### src/rtl/arb_pkg.sv
`default_nettype none
// ============================================================================
//  Module      : arb_pkg
//  Description : Shared types and constants for the mux_arb round-robin
//                arbiter.
//                  arb_state_t : output-register occupancy state
//                  ARB_CNT_W   : width of the optional per-requester grant
//                                counters (MUX_ARB_PERF_EN builds only)
//  Revision    : 1.0 - initial release
// ============================================================================
package arb_pkg;

    localparam int ARB_CNT_W = 16;

    typedef enum logic [0:0] {
        ARB_IDLE = 1'b0,    // output register empty
        ARB_BUSY = 1'b1     // output register holds valid data
    } arb_state_t;

endpackage : arb_pkg
`default_nettype wire

### src/rtl/muxr.sv
`default_nettype none
// ============================================================================
//  Module      : muxr
//  Description : Plain 2**N_SEL : 1 data multiplexer.
//  Ports       : out   output [WIDTH-1:0]        selected word
//                sel   input  [N_SEL-1:0]        select index
//                d_in  input  [WIDTH-1:0] x 2**N_SEL candidate words
//  Revision    : 1.0 - initial release
// ============================================================================
module muxr #(
    parameter int N_SEL = 2,
    parameter int WIDTH = 32
) (
    output logic [WIDTH-1:0] out,
    input  logic [N_SEL-1:0] sel,
    input  logic [WIDTH-1:0] d_in [2**N_SEL]
);

    assign out = d_in[sel];

endmodule : muxr
`default_nettype wire

### src/rtl/mux_arb.sv
`default_nettype none
// ============================================================================
//  Module      : mux_arb
//  Description : Round-robin arbiter feeding a single registered output
//                stage. One of N_REQ = 2**N_SEL requesters is granted per
//                cycle whenever the output register is empty or being
//                drained, giving full throughput under continuous demand.
//  Ports       : clk        input   clock, rising edge
//                rst        input   synchronous active-high reset
//                req_valid  input   [N_REQ]          request valid
//                req_data   input   [WIDTH] x N_REQ  request data
//                req_ready  output  [N_REQ]          one-hot grant (or zero)
//                out_valid  output                   output register full
//                out_ready  input                    downstream accept
//                out_data   output  [WIDTH]          granted data
//                out_sel    output  [N_SEL]          granted requester index
//                grant_cnt  output  [16] x N_REQ     saturating transfer
//                                                    counts (only when
//                                                    MUX_ARB_PERF_EN defined)
//  Config      : MUX_ARB_PERF_EN - adds grant_cnt and its counters
//  Revision    : 1.0 - initial release
// ============================================================================
module mux_arb
    import arb_pkg::*;
#(
    parameter  int N_SEL = 2,
    parameter  int WIDTH = 32,
    localparam int N_REQ = 2**N_SEL
) (
    input  logic                 clk,
    input  logic                 rst,
    input  logic [N_REQ-1:0]     req_valid,
    input  logic [WIDTH-1:0]     req_data [N_REQ],
    output logic [N_REQ-1:0]     req_ready,
    output logic                 out_valid,
    input  logic                 out_ready,
    output logic [WIDTH-1:0]     out_data,
    output logic [N_SEL-1:0]     out_sel
`ifdef MUX_ARB_PERF_EN
    ,
    output logic [ARB_CNT_W-1:0] grant_cnt [N_REQ]
`endif
);

    arb_state_t       r_state;
    arb_state_t       w_state_nxt;
    logic [N_SEL-1:0] r_rr_ptr;
    logic [WIDTH-1:0] r_out_data;
    logic [N_SEL-1:0] r_out_sel;

    logic             w_load;
    logic             w_found;
    logic [N_SEL-1:0] w_gnt_idx;
    logic [N_SEL-1:0] w_scan_idx;
    logic             w_xfer;
    logic [WIDTH-1:0] w_mux_out;

    // The output register can accept a new word when it is empty or when
    // its current word leaves this cycle.
    assign w_load = (r_state == ARB_IDLE) | out_ready;

    // Round-robin search: first valid requester at or above rr_ptr, with the
    // index arithmetic wrapping naturally in N_SEL bits.
    always_comb begin
        w_found    = 1'b0;
        w_gnt_idx  = r_rr_ptr;
        w_scan_idx = r_rr_ptr;
        for (int k = 0; k < N_REQ; k++) begin
            w_scan_idx = r_rr_ptr + N_SEL'(k);
            if (!w_found && req_valid[w_scan_idx]) begin
                w_found   = 1'b1;
                w_gnt_idx = w_scan_idx;
            end
        end
    end

    // Reset gates the grant so nothing is accepted while rst is high.
    assign w_xfer = w_load & w_found & ~rst;

    always_comb begin
        req_ready = '0;
        for (int i = 0; i < N_REQ; i++) begin
            req_ready[i] = w_xfer && (w_gnt_idx == N_SEL'(i));
        end
    end

    muxr #(
        .N_SEL (N_SEL),
        .WIDTH (WIDTH)
    ) u_muxr (
        .out  (w_mux_out),
        .sel  (w_gnt_idx),
        .d_in (req_data)
    );

    // Next state: a load either refills the register or empties it.
    always_comb begin
        w_state_nxt = r_state;
        if (w_load) begin
            w_state_nxt = w_xfer ? ARB_BUSY : ARB_IDLE;
        end
    end

    always_ff @(posedge clk) begin
        if (rst) begin
            r_state    <= ARB_IDLE;
            r_rr_ptr   <= '0;
            r_out_data <= '0;
            r_out_sel  <= '0;
        end else begin
            r_state <= w_state_nxt;
            if (w_xfer) begin
                r_out_data <= w_mux_out;
                r_out_sel  <= w_gnt_idx;
                r_rr_ptr   <= w_gnt_idx + N_SEL'(1);
            end
        end
    end

    assign out_valid = (r_state == ARB_BUSY);
    assign out_data  = r_out_data;
    assign out_sel   = r_out_sel;

`ifdef MUX_ARB_PERF_EN
    logic [ARB_CNT_W-1:0] r_grant_cnt [N_REQ];

    for (genvar gi = 0; gi < N_REQ; gi++) begin : g_perf_cnt
        always_ff @(posedge clk) begin
            if (rst) begin
                r_grant_cnt[gi] <= '0;
            end else if (req_ready[gi] && req_valid[gi] &&
                         (r_grant_cnt[gi] != {ARB_CNT_W{1'b1}})) begin
                r_grant_cnt[gi] <= r_grant_cnt[gi] + ARB_CNT_W'(1);
            end
        end
        assign grant_cnt[gi] = r_grant_cnt[gi];
    end
`endif

endmodule : mux_arb
`default_nettype wire
### config.mk
export PLATFORM = sky130hd
export DESIGN_NAME = mux_arb
export DESIGN_NICKNAME = d
export VERILOG_FILES = /design/src/rtl/arb_pkg.sv /design/src/rtl/muxr.sv /design/src/rtl/mux_arb.sv
export SDC_FILE = /design/constraint.sdc
export NUM_CORES = 1
export LEC_CHECK = 0
export CAP_MARGIN = 10
export CORE_UTILIZATION = 36
export CTS_BUF_LIST = sky130_fd_sc_hd__clkbuf_16
export CTS_CLUSTER_DIAMETER = 80
export CTS_CLUSTER_SIZE = 10
export DETAILED_ROUTE_END_ITERATION = 6
export HOLD_SLACK_MARGIN = 0.08
export PLACE_DENSITY = 0.82
export SLEW_MARGIN = 20
export SYNTH_ARGS = -nofsm -noshare
export SYNTH_HDL_FRONTEND = slang
export SYNTH_SLANG_ARGS = --single-unit
### constraint.sdc
create_clock -name clk -period 2.4 [get_ports clk]
set_input_delay 0.36 -clock clk [delete_from_list [all_inputs] [get_ports clk]]
set_output_delay 0.36 -clock clk [all_outputs]
set_load 0.03 [all_outputs]
Yosys cells after proc, flatten, opt, wreduce, memory -nomap -nowiden
Cells that the tools add are included. W data, S select, Z words.

Flip-flop bits (word level): 37. Input bits: 135. Output and inout bits: 39. Word-level logic and storage cells: 52.

$add $sub $neg: 4. Magnitude comparators: 5. Equality and inequality tests: 3. Muxes and demuxes: 19. Bitwise gates (word level): 6. Reduce and logical (&&, ||, !) cells: 11.

Operators by type and width (count): $bmux W32 S2 (1); $mux W32 (2); $lt A2 B3 Y1 const B (4); $mux W1 (9); $bmux W1 S2 (4); $logic_and A1 B1 Y1 (7); $mux W2 (3); $add A2 B1 Y2 const B (2); $add A2 B2 Y2 const B (2); $eq A2 B2 Y1 const B (2); $ge A3 B3 Y1 const B (1); $logic_not A1 Y1 (3); $not A2 Y3 (1); $and A1 B1 Y1 (2); $eq A2 B1 Y1 const B (1); $logic_not A2 Y1 (1); $not A1 Y1 (2); $or A1 B1 Y1 (1).

Longest topological paths before layout
Depth after elaboration: 16. Depth in mapped cells: 7. Depth with buffers taken out: 5.

Cells and area by module
Synthesis repeated with hierarchy kept, for this count alone.

Cells, all modules: 219. Area total of the unflattened synthesis: 2343.5 µm².

By module, submodules not included: mux_arb (times used 1, cells an instance 180, area each 1529.0 µm², sequential area each 740.7 µm²); muxr (times used 1, cells an instance 39, area each 814.5 µm², sequential area each 0.0 µm²).

Worst setup path after synthesis
Ideal clock, no wire load.

Path kind: input -> output. Start: in req_valid[0]. End: out req_ready[1]. Arrival: 1.814 ns. Data required time: 2.040 ns. Path slack: 0.226 ns. Stages on the path: 6. Path through: nor2b_1 o21a_1 or3_1 buf_2 clkbuf_1 nor2_1.

Word-level cells in the longest chain between the ends: 15.

RTL lines: from (decl) (RTL line mux_arb.sv:32) `input logic [N_REQ-1:0] req_valid,`; $bmux W1 S2 (RTL line mux_arb.sv:70) `if (!w_found && req_valid[w_scan_idx]) begin`; $mux W1 (implied by the code) (RTL line mux_arb.sv:70); $mux W1 (RTL line mux_arb.sv:70); $logic_not A1 Y1 (RTL line mux_arb.sv:70); $logic_and A1 B1 Y1 (RTL line mux_arb.sv:70); $mux W1 (RTL line mux_arb.sv:70); $logic_not A1 Y1 (RTL line mux_arb.sv:70); $logic_and A1 B1 Y1 (RTL line mux_arb.sv:70); $mux W1 (RTL line mux_arb.sv:70); $logic_not A1 Y1 (RTL line mux_arb.sv:70); $logic_and A1 B1 Y1 (RTL line mux_arb.sv:70); $mux W1 (RTL line mux_arb.sv:70); $and A1 B1 Y1 (2 in a row) (RTL line mux_arb.sv:78) `assign w_xfer = w_load & w_found & ~rst;`; $logic_and A1 B1 Y1 * (RTL line mux_arb.sv:83) `req_ready[i] = w_xfer && (w_gnt_idx == N_SEL'(i));`; to (decl) (RTL line mux_arb.sv:34) `output logic [N_REQ-1:0] req_ready,`.

Every way passes the cells marked *; elsewhere a longest branch is shown, timed or not. The select of a mux whose other input is x is not followed.

Worst setup path in the final report
Start: in req_valid[0]. End: out req_ready[2].

The elaborated chain is that of the path after synthesis.

==> run summary <==
The synthesized design contains 0 enable-type register cells. The clock latency of the later-clocked register in the worst-skew pair came out at 0.28 ns. The vias after detailed routing came out at 3081.

The synthesized netlist occupies a cell area of 2601 um^2. The post-route fraction of the period consumed by the critical path came out at 96.65%. The area of combinational cells with multiple inputs is 1702 um^2. Entering global routing, the biggest net connects 35 pins. The total CTS buffers is 5. The count of unique library cells instantiated by Yosys came out at 33. The count of nets after finishing came out at 613. The largest total area in the synthesized netlist belongs to dfxtp_1. After technology mapping, the gate count stands at 307. The data arrival time of the worst path came out at 1.96 ns.

IR analysis of the VDD net gives a maximum drop of 0.3717 mV. The power density over the cells came out at 563.0 nW/um^2. The starting density of the core came out at 37.87%.

The y dimension of the die came out at 87.01 um. The post-placement cell count is 567. The path class of the lowest-slack min-delay path is reg2reg.

The required arrival time at the worst endpoint is 2.04 ns. Summed over all layers, the global routing overflow is 0. The portion of synthesized cell area occupied by the leading cell type is 28.48%. The number of antenna diodes came out at 0. In this run the tightest slew margin relative to its limit is 75.95%.

Counting along the longest clock path gives a buffer depth of 2. In the post-synthesis netlist, the biggest area contributors are dfxtp_1 (28%), o211ai_1 (14%), mux2i_1 (12%), nand2_1 (5.8%), o21a_1 (5.8%). The mean post-synth cell area is 8.473 um^2. The number of synthesized register bits is 37. The remaining number of nets flagged by the antenna check after routing is 0. The final critical path time including I/O delays and setup came out at 2.320 ns. The path type of the worst setup path is in2out. The first-pass detailed-route iteration total came out at 4. The die covers 7570 um^2. The area growth from synthesis to final layout came out at 78.16%. The flow ran to the end, and the final reports show no timing, DRC or antenna violations. The final hold violation count was 0. The boundary pin count is 174. The area of the core came out at 6869 um^2.

Buffers placed on the I/O ports in this run total 173. The count of clock tree sinks is 37. The total wire length after detailed routing is 9251 um. The final non-filler cell total came out at 574. By instance count, the leading cell after synthesis is o211ai_1. The number of antenna violations at the first check in global routing was 0. The worst setup path is launched from an input port. The final count of pins violating max slew came out at 0.

Row generation in the floorplan step produced 30 rows. The vias per cell came out at 5.368. After clock tree synthesis, the clock-pin slew on the worst setup and hold paths is 0.05 ns.

For this run, the total global-route usage over all layers was measured as 24.93%. The fraction of registers with async set/reset is 0%. The sequential cells in the finished layout cover a total of 740.7 um^2. The portion of the post-synthesis area used by sequential elements came out at 28.48%. The HPWL after detailed placement is 7039 um.

The tool flagged a number of max-cap violations equal to 0. The largest fanout on the critical path came out at 5. Fill cells in the final layout number 568.

The maximum level of the CTS H-tree came out at 2. Of the cells placed in the final design, the portion with a size suffix greater than 1 is 9.833%. The number of warnings printed during yosys synthesis came out at 0. Final hold analysis gives a worst-case slack of 0.4506 ns.

The post-synth net total is 442. The post-CTS setup-driven buffer insertion count came out at 0. The number of failing setup endpoints in the final timing report is 0. STA classifies the critical path endpoint as an output pin. The detail-routed net length per standard cell is 16.12 um. The first global-routing pass estimated 14770 um of wire. The number of global-route vias before repair came out at 3132.

In the synthesized netlist the dominant register cell turns out to be dfxtp_1. Timing would allow up to 431.1 MHz. In the routed design, unresolved DRC markers number 0. Setup repair after global routing left no endpoint under its margin.

TritonCTS built the clock tree. The x dimension of the die came out at 87.01 um. At the end of routability-driven placement, the weighted congestion stood at 0.7960. The transition at the pin with the smallest max-transition slack came out at 0.3596 ns. For this block, the initial DRC count from the detailed router was 144.

In this run the clock root is driven by a clkbuf_16. The clock arrives with 0.005925 ns of skew. The static leakage power is 0.001691 uW. Counting instances in the post-synthesis netlist gives the leading cell types as o211ai_1 (50), nand2_1 (40), dfxtp_1 (37).
==> worst max-delay path, stage by stage <==
cell             delay, ns
clkdlybuf4s50_1       0.47
or4_1                 0.58
nand2_2               0.10
nor2_1                0.08
nand2_2               0.13
nor2_1                0.07
buf_4                 0.17
==> flip-flops by register name (all words and copies together) (netlist names) <==
| register | flops |
|---|---|
| out_data | 32 |
| out_sel | 2 |
| r_rr_ptr | 2 |
| out_valid | 1 |
==> per-stage QoR <==
step | area, um^2 | util [%] | total power [uW] | setup slack, ns | TNS [ns]
2_1_floorplan | 2601 | - | 1455 | 0.2258 | 0
3_3_place_gp | 4481 | 65.23 | 1979 | -0.04715 | -0.05826
3_5_place_dp | 4481 | 65.23 | 2004 | -0.04513 | -0.05492
4_1_cts | 4627 | 67.36 | 2624 | 0.008339 | 0
5_1_grt | 4634 | 67.47 | 2742 | 0.01392 | 0
6_report | 4634 | 67.47 | 2609 | 0.08043 | 0
==> area by class of cell <==
cell class,count,share of cell area [%]
timing repair buffer,198,41.85
multi-input combinational,236,36.72
sequential,37,15.98
clock buffer,5,2.700
tap,96,2.592
clock inverter,2,0.1620
==> path summary, 6_finish.rpt <==
check | from | end | slack (ns) | cells past startpoint
max | req_valid[0] | req_ready[2] | 0.08 | 7
min reg2reg | out_sel[1]$_SDFFE_PP0P_ | out_sel[1]$_SDFFE_PP0P_ | 0.45 | 2
min | out_sel[1]$_SDFFE_PP0P_ | out_sel[1]$_SDFFE_PP0P_ | 0.45 | 2
max reg2reg | r_rr_ptr[1]$_SDFFE_PP0P_ | out_data[26]$_SDFFE_PP0P_ | 0.50 | 6
==> routing by layer <==
metal / part of all wire, % / global-route usage [%]
met5: 0 / 0
met4: 2.6 / 10.30
met3: 4.4 / 3.886
met2: 51 / 45.74
met1: 42 / 28.62
==> kinds of logic (layout without fill, tap and decap cells) <==
kind of cell / after synthesis / count (layout) / share of synthesized area, %
compound gates: 106 / 106 / 29.77
buf+inv: 34 / 205 / 7.071
flops: 37 / 37 / 28.48
mux: 32 / 32 / 12.31
simple gates: 98 / 98 / 22.37
==> power by group <==
group / total, uW / internal [uW] / switching (uW)
combinational: 1230 / 620 / 612
sequential: 772 / 714 / 57.9
clock: 605 / 371 / 234
total: 2610 / 1710 / 904
==> cells in the final DEF, fill, tap and decap left out, types with 2 or more instances in the layout <==
| cell | instances |
|---|---|
| nand2_2 | 2 |
| nor2b_1 | 2 |
| nand2b_1 | 3 |
| clkdlybuf4s50_1 | 167 |
| o211ai_1 | 50 |
| dfxtp_1 | 37 |
| mux2i_1 | 32 |
| buf_12 | 2 |
| nor2_1 | 6 |
| buf_4 | 27 |
| nor3b_1 | 18 |
| clkbuf_16 | 5 |
| o31a_1 | 14 |
| nor2_4 | 2 |
| nor2_2 | 2 |
| a21oi_1 | 3 |
| nor4b_1 | 14 |
| o21ai_1 | 13 |
| dlymetal6s2s_1 | 2 |
| o21a_1 | 20 |
| nand2_1 | 40 |
==> timing repair <==
action | 4_1_cts | 5_1_grt
hold buffers | 0 | 0
cloned | 0 | 0
gates resized for setup | 4 | 3
setup endpoints to repair | 2 | 4
Note: power is estimated with default switching activity, not from simulation.
